--- src/rtl/serial_pkg.sv ---
// Shared constants and drain FSM state encoding for the serial TX queue.
package serial_pkg;

    localparam logic [7:0] ASCII_CR = 8'h0D;
    localparam logic [7:0] ASCII_LF = 8'h0A;

    typedef enum logic {
        IDLE = 1'b0,
        HOLD = 1'b1
    } drain_state_e;

endpackage

--- src/rtl/byte_fifo.sv ---
// Byte-wide circular FIFO with AW+1 bit pointers; the extra MSB tells full from empty.
module byte_fifo #(
    parameter int DEPTH = 16,
    parameter int AW    = 4
) (
    input  logic          clk,
    input  logic          rst,
    input  logic          wr_en,
    input  logic [7:0]    wr_dat,
    input  logic          rd_en,
    output logic [7:0]    rd_dat,
    output logic          full,
    output logic          empty,
    output logic [AW:0]   count
);

    logic [AW:0] wr_ptr_q, wr_ptr_d;
    logic [AW:0] rd_ptr_q, rd_ptr_d;
    logic [7:0]  mem_q [DEPTH];
    logic        push;
    logic        pop;

    // Full and empty come from registered pointers only, so a push on a full
    // FIFO is dropped even when a pop happens in the same cycle.
    always_comb begin
        full     = (wr_ptr_q[AW] != rd_ptr_q[AW]) &&
                   (wr_ptr_q[AW-1:0] == rd_ptr_q[AW-1:0]);
        empty    = (wr_ptr_q == rd_ptr_q);
        count    = wr_ptr_q - rd_ptr_q;
        rd_dat   = mem_q[rd_ptr_q[AW-1:0]];
        push     = wr_en && !full;
        pop      = rd_en && !empty;
        wr_ptr_d = wr_ptr_q + {{AW{1'b0}}, push};
        rd_ptr_d = rd_ptr_q + {{AW{1'b0}}, pop};
    end

    always_ff @(posedge clk) begin
        if (rst) begin
            wr_ptr_q <= '0;
            rd_ptr_q <= '0;
        end else begin
            wr_ptr_q <= wr_ptr_d;
            rd_ptr_q <= rd_ptr_d;
        end
    end

    always_ff @(posedge clk) begin
        if (push) begin
            mem_q[wr_ptr_q[AW-1:0]] <= wr_dat;
        end
    end

endmodule

--- src/rtl/serial_tx_queue.sv ---
// Transmit queue draining bytes into serial_port one per tx_rdy window.
// Optional CR-before-LF expansion is enabled by defining SERIAL_TXQ_CRLF_EN.
module serial_tx_queue
    import serial_pkg::*;
#(
    parameter int DEPTH = 16,
    parameter int AW    = 4
) (
    input  logic          clk,
    input  logic          rst,
    input  logic [7:0]    in_dat,
    input  logic          in_stb,
    output logic          in_full,
    output logic [AW:0]   in_count,
    output logic          overflow,
    output logic [7:0]    tx_dat,
    output logic          tx_stb,
    input  logic          tx_rdy
);

    drain_state_e state_q, state_d;
    logic [7:0]   tx_dat_q, tx_dat_d;
    logic         tx_stb_q, tx_stb_d;
    logic         overflow_q, overflow_d;
    logic         fifo_empty;
    logic [7:0]   fifo_head;
    logic         pop;
`ifdef SERIAL_TXQ_CRLF_EN
    logic         lf_pending_q, lf_pending_d;
`endif

    byte_fifo #(
        .DEPTH (DEPTH),
        .AW    (AW)
    ) u_fifo (
        .clk    (clk),
        .rst    (rst),
        .wr_en  (in_stb),
        .wr_dat (in_dat),
        .rd_en  (pop),
        .rd_dat (fifo_head),
        .full   (in_full),
        .empty  (fifo_empty),
        .count  (in_count)
    );

    // HOLD keeps the FSM from sampling tx_rdy while the strobe is still high,
    // since serial_port only drops tx_rdy the cycle after it sees tx_stb.
    always_comb begin
        state_d    = state_q;
        tx_dat_d   = tx_dat_q;
        tx_stb_d   = 1'b0;
        pop        = 1'b0;
        overflow_d = overflow_q | (in_stb & in_full);
`ifdef SERIAL_TXQ_CRLF_EN
        lf_pending_d = lf_pending_q;
`endif
        case (state_q)
            IDLE: begin
                if (!fifo_empty && tx_rdy) begin
                    tx_stb_d = 1'b1;
                    state_d  = HOLD;
`ifdef SERIAL_TXQ_CRLF_EN
                    if (fifo_head == ASCII_LF && !lf_pending_q) begin
                        tx_dat_d     = ASCII_CR;
                        lf_pending_d = 1'b1;
                    end else begin
                        tx_dat_d     = fifo_head;
                        pop          = 1'b1;
                        lf_pending_d = 1'b0;
                    end
`else
                    tx_dat_d = fifo_head;
                    pop      = 1'b1;
`endif
                end
            end
            HOLD: begin
                state_d = IDLE;
            end
            default: begin
                state_d = IDLE;
            end
        endcase
    end

    always_ff @(posedge clk) begin
        if (rst) begin
            state_q    <= IDLE;
            tx_dat_q   <= 8'h00;
            tx_stb_q   <= 1'b0;
            overflow_q <= 1'b0;
`ifdef SERIAL_TXQ_CRLF_EN
            lf_pending_q <= 1'b0;
`endif
        end else begin
            state_q    <= state_d;
            tx_dat_q   <= tx_dat_d;
            tx_stb_q   <= tx_stb_d;
            overflow_q <= overflow_d;
`ifdef SERIAL_TXQ_CRLF_EN
            lf_pending_q <= lf_pending_d;
`endif
        end
    end

    assign tx_dat   = tx_dat_q;
    assign tx_stb   = tx_stb_q;
    assign overflow = overflow_q;

endmodule

--- config.mk ---
export PLATFORM = sky130hd
export DESIGN_NAME = serial_tx_queue
export DESIGN_NICKNAME = d
export VERILOG_FILES = /design/src/rtl/serial_pkg.sv /design/src/rtl/byte_fifo.sv /design/src/rtl/serial_tx_queue.sv
export SDC_FILE = /design/constraint.sdc
export NUM_CORES = 1
export LEC_CHECK = 0
export BUFFER_PORTS_ARGS = -buffer_cell sky130_fd_sc_hd__buf_2
export CORE_MARGIN = 2
export CORE_UTILIZATION = 59
export DETAILED_ROUTE_END_ITERATION = 7
export HOLD_SLACK_MARGIN = 0.15
export PLACE_DENSITY = 0.77
export SYNTH_ARGS = -nofsm -noshare
export SYNTH_HDL_FRONTEND = slang
export SYNTH_HIERARCHICAL = 1
export SYNTH_SLANG_ARGS = --single-unit
--- constraint.sdc ---
create_clock -name clk -period 3.3 [get_ports clk]
set_input_delay 0.66 -clock clk [delete_from_list [all_inputs] [get_ports clk]]
set_output_delay 0.66 -clock clk [all_outputs]
set_load 0.02 [all_outputs]
Yosys cells after proc, flatten, opt, wreduce, memory -nomap -nowiden
Memories as Yosys holds them, arrays and structs flattened. A register that Yosys moved wholly into a read port is not among the register bits.
Index checks and enable logic that the tools add are counted.
- bitwise logic cells: 3
- equality and inequality tests: 3
- mux-type cells: 5
- add/subtract/negate cells: 3
- reduce and logical (&&, ||, !) cells: 7
- operator list (cell ; count):
    5-bit by 1-bit adder with 5-bit output ; 2
    5-bit equality test ; 1
    5-bit subtractor ; 1
    4-bit equality test ; 1
    1-bit logical AND ; 4
    1-bit 2-to-1 mux ; 4
    1-bit logical NOT ; 2
    1-bit one-hot mux with 2 select lines ; 1
    2-bit AND reduction ; 1
    1-bit bitwise AND ; 1
    1-bit inequality test ; 1
    1-bit inverter ; 1
    1-bit bitwise OR ; 1
- input bits: 12
- memory bits (writable): 128
- memories: 1
- flip-flop bits (word level): 13
- word-level logic and storage cells: 27
- output and inout bits: 16
- memories (name ; depth ; width ; rd ports ; clocked after Yosys merged registers in ; write ports ; line ; source):
    u_fifo.mem_q ; 16 ; 8 ; 1 ; 1 ; 1 ; byte_fifo.sv:19 ; logic [7:0] mem_q [DEPTH];

Logic depth before layout (Yosys ltp)
- depth in word-level cells: 7
- depth in mapped cells: 15
- mapped depth without buffers: 11

By module
Netlist, hierarchy kept.
- by module, submodules not included (module ; sequential area each (sq um) ; area each (sq um) ; cells an instance ; instances):
    byte_fifo ; 4043.9 ; 5595.4 ; 303 ; 1
    serial_tx_queue ; 200.2 ; 425.4 ; 40 ; 1

Worst setup path after synthesis
Ideal clock, no wire load.
- kind: flip-flop to flip-flop
- start point: reg u_fifo.rd_ptr_q[2]
- end point: mem u_fifo.mem_q[3][0], enable pin
- buffers on the path: 3
- arrival: 2.359 ns
- path slack: 0.557 ns
- clock period less this slack: 2.743 ns
- setup time: 0.383 ns
- stages on the path, launching flop included: 10
- path through: dfxtp_1 -> buf_2 -> buf_2 -> buf_2 -> inv_2 -> ha_1 -> nand4_1 -> o21a_1 -> nand3_1 -> nor3_1
- word-level cells in the longest chain between the ends: 6
- ends and longest elaborated chain (element ; line ; source):
    start: declaration ; byte_fifo.sv:18 ; logic [AW:0] rd_ptr_q, rd_ptr_d;
    start signal: assignment ; byte_fifo.sv:43 ; rd_ptr_q <= rd_ptr_d;
    4-bit equality test ; byte_fifo.sv:27 ; (wr_ptr_q[AW-1:0] == rd_ptr_q[AW-1:0]);
    1-bit logical AND ; byte_fifo.sv:26 ; full = (wr_ptr_q[AW] != rd_ptr_q[AW]) &&
    1-bit logical NOT ; byte_fifo.sv:31 ; push = wr_en && !full;
    1-bit logical AND ; byte_fifo.sv:31 ;
    1-bit 2-to-1 mux ; byte_fifo.sv:48 ; if (push) begin
    1-bit 2-to-1 mux (not written as such) ; byte_fifo.sv:49 ; mem_q[wr_ptr_q[AW-1:0]] <= wr_dat;
    end: declaration ; byte_fifo.sv:19 ;
No other way between the ends.

Worst setup path in the final report
- start point: reg u_fifo.wr_ptr_q[0]
- end point: out in_count[4]
- word-level cells in the longest chain between the ends: 1
- ends and longest elaborated chain (element ; line ; source):
    start: declaration ; byte_fifo.sv:17 ; logic [AW:0] wr_ptr_q, wr_ptr_d;
    start signal: assignment ; byte_fifo.sv:42 ; wr_ptr_q <= wr_ptr_d;
    5-bit subtractor ; byte_fifo.sv:29 ; count = wr_ptr_q - rd_ptr_q;
    end: declaration ; serial_tx_queue.sv:14 ; output logic [AW:0] in_count,
No other way between the ends.

==> results.md <==
* Min-delay worst type: in2reg
* # clock sinks at 148
* VDD IR max at 448 µV
* Synth warn at 6
* Clock Path Buffers at 2
* Placed Area at 6300 µm²
* Maximum clock frequency at 348 MHz
* Final Cell Area at 6860 µm²
* NumNets Final at 408
* Crit Path Class: reg2out
* Final ANT Viol Nets at 0
* Proportion of synthesized area in mux cells at 0.143
* RR Endpoint: u_fifo/mem_q[5][2]$_DFFE_PP_
* WL met1 at approximately 5100 µm
* Largest cells by area after synthesis: edfxtp_1, mux4_2, dfxtp_1
* Vias at 3,064
* Power Density at 609 nW/µm²
* Crit end category: output port
* Placer Congestion at just over 0.9
* WL met2 at slightly above 5000 µm
* Reg2reg path depth at 6
* GR Util All Layers at 0.224
* Post-synth top area cell: edfxtp_1
* CP required at around 2600 ps
* Root Driver: clkbuf_8
* Run status: complete, no violations
* Sequential area share after synthesis at 0.705
* Postcts setup bufs at 0
* Initial detailed-routing violation count at 201
* Period utilisation layout at 0.870
* Wire length per cell at approximately 21 µm
* # IOs at 28
* Measured slew at the worst slew-check pin at 765 ps
* Area Overhead vs Synth at 13.9%
* Ys flop type: edfxtp_1
* Post-synthesis cell type count at 32
* Die W at 105 µm
* # fillers at 634
* CTS tree: built
* Syn Inst Count at 343
* Largest family of logic cells by synthesized area: multiplexers
* Gates resized, CTS repair at 0
* Crit path DAT at 2210 ps
* Final WL at 11,200 µm
* N_diodes at 0
* Register bit count reported by yosys at 148
* Max-slew violations at 0
* Final Hold Vio Count at 0
* Slew HR at 0.490
* First-pass GRT wire length at about 18,000 µm
* Latest clock arrival within the worst-skew pair at 520 ps
* Final Critical Period at 2870 ps
* Die height at 105 µm
* Rows at 36
* Unrepaired setup endpoints after global routing: false
* Core area at 9820 µm²
* Post-synth EDFFs at 128
* Xor/xnor cell area share of the yosys netlist at 0.0158
* Detailed Place HPWL at 7120 µm
* Hold-fix buffers at CTS at 0
* Simple-Gate Fraction of Synth Area at 0.0538
* Final setup viols at 0
* Overall power at between 4 and 5 mW
* Initial DRT Pass Iterations at 5
* Post-synth net total at roughly 360
* Hold Path Depth at 3
* Number of remaining DRC errors at 0
* Leak at 2.27 nW
* Port Buffers at 27
* Total congestion overflow at 0
* Vias per std cell at between 5 and 6
* Highest layer used for signal routing: met4
* Max_cap viols at 0
* Setup slack, reg-to-reg at about 640 ps
* Hold_sp: in_stb
* Setup tns final at 0 ps
* Initial Utilization at 0.613
* Syn Area/Cell at between 15 and 20 µm²
* Ys async rst share at 0
* Worst Hold Endpoint: overflow$_SDFF_PP0_
* R2r startpoint: u_fifo/rd_ptr_q[3]$_SDFF_PP0_
* Htree depth at 4
* Largest fanout on the critical path at 4
* Share of layout cells above drive strength 1 at 0.265
* Clock Skew at 8.84 ps
* Initial antenna violation count at 0
* Synth Area in Compound Gates at 0.0333
* Die ar. at approximately 11,000 µm²
* Crit start category: flip-flop
* Met3 wire length at roughly 660 µm
* Post-Synth Adder-Cell Area at 0.0200
* Worst-path clk slew at 60 ps
* Post-synth top area share at 0.638
* Vias in the first global route at 3,129
* Inserted Clock Buffers at 17
* Largest net degree at the start of global routing at 42
* Synth Cell Area at 6020 µm²
==> layout by cell type, fill, tap and decap left out, types with 7 or more instances in the layout <==
cell type,count
edfxtp_1,128
mux4_2,24
nand2b_1,18
o21ai_1,16
buf_4,16
nand3_1,7
buf_2,27
mux2i_1,32
nor2_1,21
ha_1,8
clkbuf_16,16
dfxtp_1,19
==> cells by family (layout without fill, tap and decap cells) <==
group	Yosys count	in the layout
muxes	56	56
and+or+nand+nor	62	62
adders and majority gates	9	9
DFF	148	148
buffers and inverters	28	85
xor gates and xnor gates	10	10
AOI/OAI and AO/OA	30	30
==> stage by stage <==
step           hold slack [ps]  utilization  setup slack, ps  std cells
2_1_floorplan              532            -              557        343
3_3_place_gp               446        0.642              885        501
3_5_place_dp               456        0.642              724        501
4_1_cts                    370        0.699              417        533
5_1_grt                    382        0.699              323        533
6_report                   392        0.699              428        533
==> routing by layer <==
layer  track usage  up-vias
li1              -     1412
met1         0.320     1515
met2         0.330      115
met3        0.0524       22
met4         0.106        0
met5             0        -
==> worst max-delay path by stage <==
| stage | cells after the start | slack, ps | startpoint | endpoint |
|---|---|---|---|---|
| 2_1_floorplan | 9 | 560 | u_fifo/rd_ptr_q[2]$_SDFF_PP0_ | u_fifo/mem_q[3][0]$_DFFE_PP_ |
| 3_3_place_gp | 6 | 880 | u_fifo/rd_ptr_q[3]$_SDFF_PP0_ | u_fifo/mem_q[5][1]$_DFFE_PP_ |
| 3_5_place_dp | 6 | 720 | u_fifo/rd_ptr_q[3]$_SDFF_PP0_ | u_fifo/mem_q[5][5]$_DFFE_PP_ |
| 4_1_cts | 8 | 420 | u_fifo/wr_ptr_q[0]$_SDFF_PP0_ | in_count[4] |
| 5_1_grt | 7 | 320 | u_fifo/rd_ptr_q[1]$_SDFF_PP0_ | in_count[4] |
| 6_report | 8 | 430 | u_fifo/wr_ptr_q[0]$_SDFF_PP0_ | in_count[4] |
==> critical path: stages (launching register included) <==
cell	delay (ps)
dfxtp_1	410
inv_2	80
ha_1	230
fa_1	400
inv_1	70
a21o_1	110
a21oi_1	80
xnor2_1	130
buf_2	180
==> flip-flops by register name, indices dropped and copies added (netlist names) <==
| signal | count |
|---|---|
| overflow | 1 |
| u_fifo/rd_ptr_q | 5 |
| tx_dat | 8 |
| state_q | 1 |
| u_fifo/wr_ptr_q | 5 |
| u_fifo/mem_q | 128 |
==> synthesized netlist by cell type (all sizes together) (2+ instances only) <==
master  number
mux4        24
nand2b      18
nor3         4
edfxtp     128
xnor2        7
xor2         3
inv         10
o21ai       16
dfxtp       20
nand3        7
nor2b        6
mux2i       32
a221oi       8
ha           8
buf         14
a21o         2
a21oi        3
nor2        21
clkbuf       4
nand2        2
==> power breakdown <==
group	total [mW]	internal [mW]	switching, mW	leakage (nW)
Sequential	2.08	2.07	0.0145	1.32
Clock	1.78	1.07	0.713	0.260
Combinational	0.317	0.129	0.188	0.694
==> final cells by class <==
class / instances / area (µm²) / share of cell area
multi-input cells: 167 / 1600 / 0.233
repair buffers: 43 / 255 / 0.0372
inverters: 10 / 37.5 / 0.00547
flip-flops and latches: 148 / 4250 / 0.619
well taps: 133 / 166 / 0.0243
clock inverters: 14 / 138 / 0.0201
clock buffers: 18 / 418 / 0.0609
Power figures use the tool's default switching activity.
